[src/rtl/muxnxn_rr.sv]
// muxnxn_rr: N-channel, M-bit registered multiplexer with per-channel
// valid/ready handshake and a single output register with backpressure.
//
// Selection modes:
//   mode = 0 : round-robin; the search starts at ptr and wraps modulo N,
//              ptr moves to one past the granted channel after each transfer.
//   mode = 1 : fixed; channel sel is granted when it is valid. An index
//              sel >= N (non-power-of-two N) never matches any channel.
//
// Ports:
//   muxnxn_port_clk        clock, rising edge
//   muxnxn_port_rst        synchronous reset, active-high
//   muxnxn_port_i          packed channel data, channel k at [k*M +: M]
//   muxnxn_port_valid      per-channel valid
//   muxnxn_port_ready      per-channel ready (combinational, one-hot or zero)
//   muxnxn_port_mode       0 = round-robin, 1 = fixed select
//   muxnxn_port_sel        channel index used in fixed mode
//   muxnxn_port_out        registered output word
//   muxnxn_port_out_valid  output register holds a word
//   muxnxn_port_out_ready  downstream accepts the word this cycle
//   muxnxn_port_grant      channel index of the word in the output register

module muxnxn_rr #(
  parameter  int M  = 16,
  parameter  int N  = 4,
  localparam int SW = $clog2(N)
) (
  input  logic            muxnxn_port_clk,
  input  logic            muxnxn_port_rst,
  input  logic [N*M-1:0]  muxnxn_port_i,
  input  logic [N-1:0]    muxnxn_port_valid,
  output logic [N-1:0]    muxnxn_port_ready,
  input  logic            muxnxn_port_mode,
  input  logic [SW-1:0]   muxnxn_port_sel,
  output logic [M-1:0]    muxnxn_port_out,
  output logic            muxnxn_port_out_valid,
  input  logic            muxnxn_port_out_ready,
  output logic [SW-1:0]   muxnxn_port_grant
);

  logic [SW-1:0] ptr;
  logic [SW-1:0] cand;
  logic          cand_found;
  logic          load_en;
  logic          xfer;
  logic [N-1:0]  rot;
  logic [M-1:0]  cand_word;
  logic [SW-1:0] ptr_next;
  int            idx;

  // The output register can take a word when empty or draining this cycle.
  assign load_en = !muxnxn_port_out_valid || muxnxn_port_out_ready;

  // Candidate selection. In round-robin the valid vector is rotated so that
  // bit 0 corresponds to channel ptr; the first set bit is the winner.
  always_comb begin
    cand       = '0;
    cand_found = 1'b0;
    idx        = 0;
    rot        = N'({muxnxn_port_valid, muxnxn_port_valid} >> ptr);
    if (muxnxn_port_mode) begin
      for (int k = 0; k < N; k++) begin
        if (muxnxn_port_sel == SW'(k) && muxnxn_port_valid[k]) begin
          cand       = SW'(k);
          cand_found = 1'b1;
        end
      end
    end else begin
      for (int j = 0; j < N; j++) begin
        if (!cand_found && rot[j]) begin
          idx = int'(ptr) + j;
          if (idx >= N) idx = idx - N;
          cand       = SW'(idx);
          cand_found = 1'b1;
        end
      end
    end
  end

  // Ready is forced low during reset so no producer sees a handshake that
  // the reset is about to discard.
  always_comb begin
    muxnxn_port_ready = '0;
    for (int k = 0; k < N; k++) begin
      if (!muxnxn_port_rst && load_en && cand_found && cand == SW'(k))
        muxnxn_port_ready[k] = 1'b1;
    end
  end

  always_comb begin
    cand_word = '0;
    for (int k = 0; k < N; k++) begin
      if (cand == SW'(k)) cand_word = muxnxn_port_i[k*M +: M];
    end
  end

  assign xfer     = cand_found && load_en;
  assign ptr_next = (cand == SW'(N-1)) ? '0 : cand + SW'(1);

  always_ff @(posedge muxnxn_port_clk) begin
    if (muxnxn_port_rst) begin
      muxnxn_port_out       <= '0;
      muxnxn_port_out_valid <= 1'b0;
      muxnxn_port_grant     <= '0;
      ptr                   <= '0;
    end else if (xfer) begin
      muxnxn_port_out       <= cand_word;
      muxnxn_port_grant     <= cand;
      muxnxn_port_out_valid <= 1'b1;
      if (!muxnxn_port_mode) ptr <= ptr_next;
    end else if (muxnxn_port_out_ready) begin
      // Drain with no replacement; data and grant keep their last values.
      muxnxn_port_out_valid <= 1'b0;
    end
  end

endmodule

[config.mk]
export PLATFORM = sky130hd
export DESIGN_NAME = muxnxn_rr
export DESIGN_NICKNAME = d
export VERILOG_FILES = /design/src/rtl/muxnxn_rr.sv
export SDC_FILE = /design/constraint.sdc
export NUM_CORES = 1
export LEC_CHECK = 0
export ABC_AREA = 0
export BUFFER_PORTS_ARGS = -buffer_cell sky130_fd_sc_hd__buf_4
export CORE_MARGIN = 1
export CORE_UTILIZATION = 43
export DETAILED_ROUTE_END_ITERATION = 10
export PLACE_DENSITY = 0.8
export SLEW_MARGIN = 20
export SYNTH_ARGS = -nofsm -noshare
export SYNTH_HDL_FRONTEND = slang
export SYNTH_SLANG_ARGS = --single-unit
[constraint.sdc]
create_clock -name muxnxn_port_clk -period 3.7 [get_ports muxnxn_port_clk]
set_clock_uncertainty 0.05 [all_clocks]
set_input_delay 0.185 -clock muxnxn_port_clk [delete_from_list [all_inputs] [get_ports muxnxn_port_clk]]
set_output_delay 0.185 -clock muxnxn_port_clk [all_outputs]
set_load 0.02 [all_outputs]
==> results.yml, run 1 <==
run_status:
  outcome: "complete, no violations"
place:
  gp_congestion: 0.831
  dpl.hpwl_um: 3750
  placement.io_buffers: 96
clock_network:
  hold_buffers: 0
  cts_buffers: 3
  tritoncts: "built"
  cts.htree.levels: 1
  cts.sinks: 21
  clock_latency_ps: 260
  ctsResizeCount: 0
  clockBufferDepth: 2
  clk_pin_slew_ps: 70
  cts-root-buf: "clkbuf_8"
  post-cts-setup-buffers: 0
timing:
  finalCriticalPeriod_ps: 3270
  slew_headroom_pct: 36.9
  fin_crit_sh_pct: 88.3
  worst-slew-pin-transition_ps: 947
  drv_slew: 0
  setup_viol: 0
  fmax_ghz: 0.306
  rsz0062_at_grt: "no"
  hold_viol_final: 0
  tns_ps: 0
grt:
  grt-ovfl-total: 0
  grtUsageTotal_pct: 24.1
  use_met2_pct: 38.6
  antenna_found_initial: 0
  grt_pass1_wl_um: 7750
  grt_max_degree: 27
  use_met1_pct: 32.4
  use_met3_pct: 4.01
  gr-max-usage-layer: "met2"
  grt_pass1_vias: 1633
logic_synthesis:
  synth_warnings: 0
  synth_top_area_cell: "dfxtp_1"
  syn_inst: 188
  ys.flop_type: "dfxtp_1"
  ys_types: 37
  seq_area_frac_synth_pct: 26.3
  syn_nets: 266
  netlist_area_mm2: 0.00160
  synth_edf_count: 0
  synthDominantCellAreaShare_pct: 26.3
  synthMostInstantiatedCell: "dfxtp_1"
  async_flop_share_pct: 0
  synth.avg_cell_area_um2: 8.51
  yosys-top-cells-count: "dfxtp_1 (21), nand2_1 (18), nor2_1 (17)"
  ys_top_cells_by_area: "dfxtp_1 (26%), a221oi_1 (8.2%), o31a_1 (8.2%), a211oi_2 (7.8%), a21oi_2 (4.4%)"
  synth-seq-cells: 21
detailed_routing:
  wl_per_cell_um: 15.5
  route.detailed.drc: 0
  wl_um: 4910
  initialDrtViolationCount: 195
  vias: 1792
  antenna_left: 0
  avgViaCountPerCell: 5.64
  dr.pass1.iters: 4
worst_hold_path:
  hold_class: "input port to flip-flop"
setup_path:
  path_buf_inv: 3
  path_delay_family: "simple AND/OR/NAND/NOR gates"
  crit_top_cell: "buf_4"
  crit_slowest_cell: "ha_1"
  setup.worst_path.start_class: "flip-flop"
  crit_fanout: 17
  required_ps: 3460
  slowest_delay_ps: 580
  cp.arrival_ps: 3030
  crit_chain: "or3b_2 -> a211oi_1 -> a2111oi_0 -> nor2b_1 -> ha_1 -> clkinv_1 -> buf_4 -> nor3_1 -> buf_4"
  path_class: "flip-flop to output port"
  endpoint_kind: "output port"
cells_and_area:
  layout-drive-gt1-share_pct: 47.1
  syn_to_final_growth_pct: 47.0
  antenna-diode-count: 0
  nets: 351
  fill_cells: 305
die:
  die_y_um: 63.0
  rows: 21
  die_w_um: 63.0
  die_area_mm2: 0.00397
  ios: 97
  design.core.area_mm2: 0.00344
  start_util_pct: 46.5
power:
  power_density_mw_per_mm2: 352
  ir_drop_uv: 244
  power_leakage_uw: 0.00100
  power.total_uw: 827
run:
  drv_cap: 0
## cells in the final DEF, fill, tap and decap left out, types with 2 or more instances in the layout
| cell type | instances |
|---|---|
| a21oi_2 | 8 |
| o21ai_0 | 2 |
| buf_4 | 99 |
| ha_1 | 4 |
| dfxtp_1 | 21 |
| nand2b_1 | 3 |
| a21oi_1 | 11 |
| nand2_1 | 18 |
| nor3b_1 | 4 |
| o31a_1 | 15 |
| inv_1 | 4 |
| nor2_1 | 17 |
| a221oi_1 | 15 |
| clkbuf_8 | 3 |
| or3b_2 | 2 |
| a211oi_2 | 10 |
| mux2i_1 | 6 |
| nor2b_1 | 3 |
| a211oi_1 | 9 |
## per-stage QoR
stage / hold WS, ps / util [%] / instances / instance area [um^2] / setup slack (ps)
finish: 256 / 68.3 / 318 / 2350 / 434
global placement: 446 / 67.0 / 314 / 2300 / 454
CTS: 248 / 68.3 / 318 / 2350 / 378
floorplan: 398 / - / 188 / 1600 / 874
global route: 259 / 68.3 / 318 / 2350 / 266
detailed placement: 433 / 67.0 / 314 / 2300 / 393
## area by class of cell
type / instances / area, um^2 / area share (%)
Sequential cell: 21 / 420 / 17.9
Clock buffer: 4 / 45.0 / 1.91
Tap cell: 46 / 57.6 / 2.45
Timing Repair Buffer: 99 / 743 / 31.6
Multi-Input combinational cell: 143 / 1070 / 45.4
Inverter: 5 / 18.8 / 0.798
## cell families after synthesis
kind of cell             after synthesis  share of synthesized area [%]
AND/OR/NAND/NOR                       54                           16.7
flip-flops                            21                           26.3
AO/OA/AOI/OAI                         77                           40.6
multiplexers                           8                           6.10
adder cells (fa/ha/maj)                4                           3.13
buffers and inverters                 24                           7.19
## flip-flops by register name, summed over array words and instances, names as in the netlist
| signal | flops |
|---|---|
| muxnxn_port_grant | 2 |
| muxnxn_port_out | 16 |
| muxnxn_port_out_valid | 1 |
| ptr | 2 |
## per-layer routing
| metal | part of all wire, % | routed length, um |
|---|---|---|
| met5 | 0 | 0 |
| met4 | 1.0 | 51 |
| met3 | 7.8 | 384 |
| met2 | 46 | 2250 |
| met1 | 45 | 2230 |
## worst reg2reg max path: cells and delay by family (launching register included)
| kind | cells | cell delay (ps) |
|---|---|---|
| AOI/OAI and AO/OA | 5 | 1560 |
| buffers and inverters | 1 | 60 |
| and+or+nand+nor | 2 | 730 |
| DFF | 1 | 400 |
| adders and majority gates | 1 | 190 |
## worst paths after layout
check	depth (start not counted)	endpoint	from	slack (ps)
max	9	muxnxn_port_ready[2]	ptr[0]$_SDFFE_PP0P_	430
min	2	ptr[1]$_SDFFE_PP0P_	muxnxn_port_rst	260
max reg2reg	9	muxnxn_port_out[4]$_SDFFE_PP0P_	ptr[0]$_SDFFE_PP0P_	640
min reg2reg	2	muxnxn_port_grant[1]$_SDFFE_PP0P_	muxnxn_port_grant[1]$_SDFFE_PP0P_	460
## where the power goes
group / leakage [uW] / total, uW / internal, uW / switching [uW]
sequential: 0.000174 / 279 / 258 / 21.4
combinational: 0.000807 / 401 / 194 / 207
clock: 0.0000228 / 148 / 76.7 / 70.9
total: 0.00100 / 827 / 528 / 299
Power figures use the tool's default switching activity.
==> inputs of run 2 (changes only) <==
==> constraint.sdc (replaced) <==
create_clock -name muxnxn_port_clk -period 3.6 [get_ports muxnxn_port_clk]
set_clock_uncertainty 0.05 [all_clocks]
set_input_delay 0.18 -clock muxnxn_port_clk [delete_from_list [all_inputs] [get_ports muxnxn_port_clk]]
set_output_delay 0.18 -clock muxnxn_port_clk [all_outputs]
set_load 0.02 [all_outputs]
==> results.yml, run 2 (synthesized netlist as in run 1, its figures left out) <==
run_status:
  outcome: "complete, no violations"
timing:
  drv_slew: 0
  hold_viol_final: 0
  rsz0062_at_grt: "no"
  worst-slew-pin-transition_ps: 950
  whs_ps: 252
  tns_ps: 0
  slew_headroom_pct: 36.7
  setup_ws_ps: 418
  fmax_ghz: 0.314
  fin_crit_sh_pct: 88.4
  setup_viol: 0
  finalCriticalPeriod_ps: 3180
cells_and_area:
  antenna-diode-count: 0
  nets: 352
  top_regs: "muxnxn_port_out: 16 flops, muxnxn_port_grant: 2 flops, ptr: 2 flops"
  syn_to_final_growth_pct: 47.3
  final_cell_mix: "buf_4 (100), dfxtp_1 (21), nand2_1 (18), nor2_1 (17)"
  largest_register: "muxnxn_port_out"
  finish.utilization_pct: 68.5
  layout-drive-gt1-share_pct: 46.9
  final_common_cell: "buf_4"
  largest_register_ffs: 16
setup_path:
  setup.worst_path.start_class: "flip-flop"
  cp.arrival_ps: 2950
  r2r_slack_ps: 670
  reg2reg_to: "muxnxn_port_out[14]$_SDFFE_PP0P_"
  critPathLaunch: "ptr[0]$_SDFFE_PP0P_"
  reg2reg_depth: 10
  endpoint_kind: "output port"
  rr_startpoint: "ptr[0]$_SDFFE_PP0P_"
  required_ps: 3370
  path_class: "flip-flop to output port"
  crit_path_end: "muxnxn_port_ready[2]"
  crit_fanout: 17
clock_network:
  tritoncts: "built"
  clockBufferDepth: 2
  post-cts-setup-buffers: 0
  cts_buffers: 3
  ctsResizeCount: 0
  clk_pin_slew_ps: 80
  cts-root-buf: "clkbuf_8"
  cts.sinks: 21
  cts.htree.levels: 1
  hold_buffers: 0
  clock_latency_ps: 260
detailed_routing:
  antenna_left: 0
  avgViaCountPerCell: 5.67
  initialDrtViolationCount: 138
  wl_per_cell_um: 15.4
  vias: 1809
  dr.pass1.iters: 4
  route.detailed.drc: 0
  wl_um: 4920
die:
  rows: 21
  die_area_mm2: 0.00397
  die_w_um: 63.0
  die_y_um: 63.0
  ios: 97
  start_util_pct: 46.5
  design.core.area_mm2: 0.00344
grt:
  grt-ovfl-total: 0
  grt_max_degree: 34
  grt_pass1_vias: 1694
  antenna_found_initial: 0
  grtUsageTotal_pct: 24.3
  grt_pass1_wl_um: 7890
power:
  power_density_mw_per_mm2: 362
  p_comb_share_pct: 48.3
  ir_drop_uv: 255
  clockPowerShare_pct: 18.0
  swShare_pct: 36.2
  p_switching_uw: 309
  pwr-share-seq_pct: 33.7
  p_int_uw: 544
  power_leakage_uw: 0.00101
place:
  dpl.hpwl_um: 3620
  place_ws_ps: 677
  gp_congestion: 0.810
  placement.io_buffers: 96
worst_hold_path:
  worstHoldStart: "muxnxn_port_i[62]"
  hold_class: "input port to flip-flop"
run:
  drv_cap: 0
[run 2: critical path: stages, from the launching register on]
cell and delay [ps]:
dfxtp_1 340, or3b_2 470, a211oi_1 220, a2111oi_0 130
nor2b_1 210, ha_1 570, clkinv_1 130, buf_4 220
nor3_1 220, buf_4 180
[run 2: layout make-up]
class / count / area, um^2
fill: 306 / 1080
multi-input combinational: 143 / 1060
timing repair buffer: 100 / 751
sequential: 21 / 420
tap: 46 / 57.6
clock buffer: 4 / 45.0
inverter: 5 / 18.8
[run 2: power by group through the flow]
stage,Sequential (uW),Combinational (uW),Clock [uW]
floorplan,325,218,0
global placement,291,407,0
detailed placement,293,411,0
CTS,287,413,156
global route,290,445,166
finish,287,412,154
[run 2: worst min path at each step]
| stage | to | slack, ps | depth (start not counted) |
|---|---|---|---|
| 2_1_floorplan | muxnxn_port_out[14]$_SDFFE_PP0P_ | 390 | 2 |
| 3_3_place_gp | muxnxn_port_grant[1]$_SDFFE_PP0P_ | 450 | 2 |
| 3_5_place_dp | muxnxn_port_grant[1]$_SDFFE_PP0P_ | 440 | 2 |
| 4_1_cts | ptr[1]$_SDFFE_PP0P_ | 250 | 2 |
| 5_1_grt | muxnxn_port_out[14]$_SDFFE_PP0P_ | 270 | 3 |
| 6_report | muxnxn_port_out[14]$_SDFFE_PP0P_ | 250 | 3 |
[run 2: metrics by stage]
step / total power, uW / area, um^2 / std cells
after global placement: 698 / 2310 / 315
after floorplan: 544 / 1600 / 188
after detailed placement: 704 / 2310 / 315
final: 853 / 2360 / 319
after CTS: 856 / 2360 / 319
after global routing: 902 / 2360 / 319
[run 2: metal layers]
layer,part of all wire [%],track usage [%],wire length (um),vias up
met2,45,39.2,2190,84
met4,0.55,5.23,27,0
met3,8.2,4.01,403,2
met1,47,33.5,2290,836
li1,-,-,-,887
met5,0,0,0,-
==> inputs of run 3 (changes only) <==
--- a/config.mk
+++ b/config.mk
@@ -5,12 +5,12 @@
 export SDC_FILE = /design/constraint.sdc
 export NUM_CORES = 1
 export LEC_CHECK = 0
-export ABC_AREA = 0
+export ABC_AREA = 1
 export BUFFER_PORTS_ARGS = -buffer_cell sky130_fd_sc_hd__buf_4
 export CORE_MARGIN = 1
-export CORE_UTILIZATION = 43
+export CORE_UTILIZATION = 45
 export DETAILED_ROUTE_END_ITERATION = 10
-export PLACE_DENSITY = 0.8
+export PLACE_DENSITY = 0.81
 export SLEW_MARGIN = 20
 export SYNTH_ARGS = -nofsm -noshare
 export SYNTH_HDL_FRONTEND = slang
==> results.yml, run 3 <==
die:
  die_y_um: 65.1
  die_w_um: 65.1
  die_area_mm2: 0.00423
  design.core.area_mm2: 0.00374
  ios: 97
  start_util_pct: 47.8
  rows: 22
grt:
  grt-ovfl-total: 0
  grtUsageTotal_pct: 24.4
  antenna_found_initial: 0
  grt_pass1_wl_um: 8200
  grt_pass1_vias: 1893
  grt_max_degree: 34
timing:
  finalCriticalPeriod_ps: 3130
  fmax_ghz: 0.319
  rsz0062_at_grt: "no"
  slew_headroom_pct: 50.6
  setup_viol: 0
  tns_ps: 0
  worst-slew-pin-transition_ps: 740
  hold_viol_final: 0
  drv_slew: 0
  fin_crit_sh_pct: 87.1
logic_synthesis:
  synthDominantCellAreaShare_pct: 23.5
  synth-seq-cells: 21
  async_flop_share_pct: 0
  synth_warnings: 0
  synth_top_area_cell: "dfxtp_1"
  synthMostInstantiatedCell: "nand2_1"
  synth.avg_cell_area_um2: 6.48
  synth_edf_count: 0
  syn_inst: 276
  netlist_area_mm2: 0.00179
  ys.flop_type: "dfxtp_1"
  ys_top_cells_by_area: "dfxtp_1 (23%), o21ai_0 (9.5%), nand2_1 (9.0%), nand2_2 (8.4%), inv_1 (8.2%)"
  seq_area_frac_synth_pct: 23.5
  syn_nets: 354
  yosys-top-cells-count: "nand2_1 (43), inv_1 (39), o21ai_0 (34)"
  ys_types: 26
cells_and_area:
  final_cell_mix: "buf_4 (100), nand2_1 (43), inv_1 (39), o21ai_0 (34), nor2_1 (25)"
  stdcell_count: 412
  nets: 443
  largest_register: "muxnxn_port_out"
  layout-drive-gt1-share_pct: 40.1
  top_regs: "muxnxn_port_out: 16 flops, muxnxn_port_grant: 2 flops, ptr: 2 flops"
  final_common_cell: "buf_4"
  finish.utilization_pct: 67.8
  largest_register_ffs: 16
  syn_to_final_growth_pct: 41.8
  antenna-diode-count: 0
place:
  place_inst: 408
  gp_congestion: 0.861
  dpl.hpwl_um: 3840
  placement.io_buffers: 96
detailed_routing:
  antenna_left: 0
  initialDrtViolationCount: 149
  wl_um: 4870
  dr.pass1.iters: 4
  vias: 2014
  wl_per_cell_um: 11.8
  route.detailed.drc: 0
  avgViaCountPerCell: 4.89
setup_path:
  endpoint_kind: "flip-flop"
  crit_fanout: 16
  setup.worst_path.start_class: "flip-flop"
  path_class: "flip-flop to flip-flop"
  reg2reg_depth: 15
  cp.arrival_ps: 3290
  required_ps: 3750
clock_network:
  cts_buffers: 3
  hold_buffers: 0
  cts.htree.levels: 1
  cts.sinks: 21
  cts-root-buf: "clkbuf_8"
  clock_latency_ps: 260
  clockBufferDepth: 2
  clk_pin_slew_ps: 80
  tritoncts: "built"
worst_hold_path:
  whs_path_depth: 2
  hold_class: "input port to flip-flop"
run:
  drv_cap: 0
power:
  power_leakage_uw: 0.00129
  ir_drop_uv: 176
  power_density_mw_per_mm2: 409
run_status:
  outcome: "complete, no violations"
## run 3: changes by cell type in the layout (fill, tap and decap cells not counted), sizes merged, moves of 6 or more
cell | before | now
nor2 | 18 | 27
nand3 | 0 | 20
mux2i | 6 | 0
inv | 4 | 42
nand2 | 19 | 67
o21ai | 2 | 34
o31a | 15 | 0
a211oi | 19 | 0
## run 3: worst paths after layout
kind	start	endpoint	slack, ps
hold / removal	muxnxn_port_rst	muxnxn_port_out_valid$_SDFFE_PP0P_	40
setup reg to reg	ptr[0]$_SDFFE_PP0P_	muxnxn_port_out[4]$_SDFFE_PP0P_	470
setup / recovery	ptr[0]$_SDFFE_PP0P_	muxnxn_port_out[4]$_SDFFE_PP0P_	470
hold reg to reg	muxnxn_port_out[9]$_SDFFE_PP0P_	muxnxn_port_out[9]$_SDFFE_PP0P_	470
## run 3: power breakdown
part / switching (uW) / total [uW] / leakage (uW) / internal [uW]
sequential: 29.9 / 304 / 0.000175 / 275
clock: 75.8 / 155 / 0.0000228 / 78.9
combinational: 337 / 579 / 0.00109 / 241
## run 3: kinds of logic (layout without fill, tap and decap cells)
group	count (synthesis)	in the layout	synth area share, %
flops	21	21	23.5
compound gates	71	71	25.3
simple gates	120	120	32.1
xor+xnor	1	1	0.490
buf+inv	59	147	15.8
fa+ha+maj	4	4	2.80
## run 3: layout make-up
class,count,area [um^2]
clock buffers,4,45.0
well taps,48,60.1
fillers,363,1210
multi-input cells,196,1090
flip-flops and latches,21,420
repair buffers,100,751
inverters,43,175
## run 3: what timing repair did
| action | 4_1_cts | 5_1_grt |
|---|---|---|
| setup endpoints to repair | 0 | 1 |
| setup buffers | 0 | 0 |
| resized for setup | 0 | 1 |
## run 3: worst max-delay path, stage by stage, from the launching register on
cell	delay, ps
dfxtp_1	620
nand2_1	170
nand3_2	110
nand2_2	100
inv_1	80
nand4_1	100
nand3_1	100
nand3_1	100
nand2_1	140
inv_1	80
ha_1	230
nor2_2	490
a221oi_1	170
o21ai_0	230
o21ai_0	160
a21oi_2	150
## run 3: through the flow
stage	hold WS, ps	cell area [um^2]	setup slack (ps)	total power [uW]
CTS	37.5	2530	387	1040
detailed placement	317	2490	528	884
global placement	318	2490	614	879
finish	42.9	2540	466	1040
floorplan	199	1790	1080	703
global route	40.8	2540	83.1	1120
## run 3: layer usage
metal / up-vias / wire [um] / track usage [%]
li1: 1081 / - / -
met1: 851 / 2220 / 32.9
met2: 77 / 2290 / 40.2
met3: 5 / 313 / 4.05
met4: 0 / 46 / 5.43
met5: - / 0 / 0
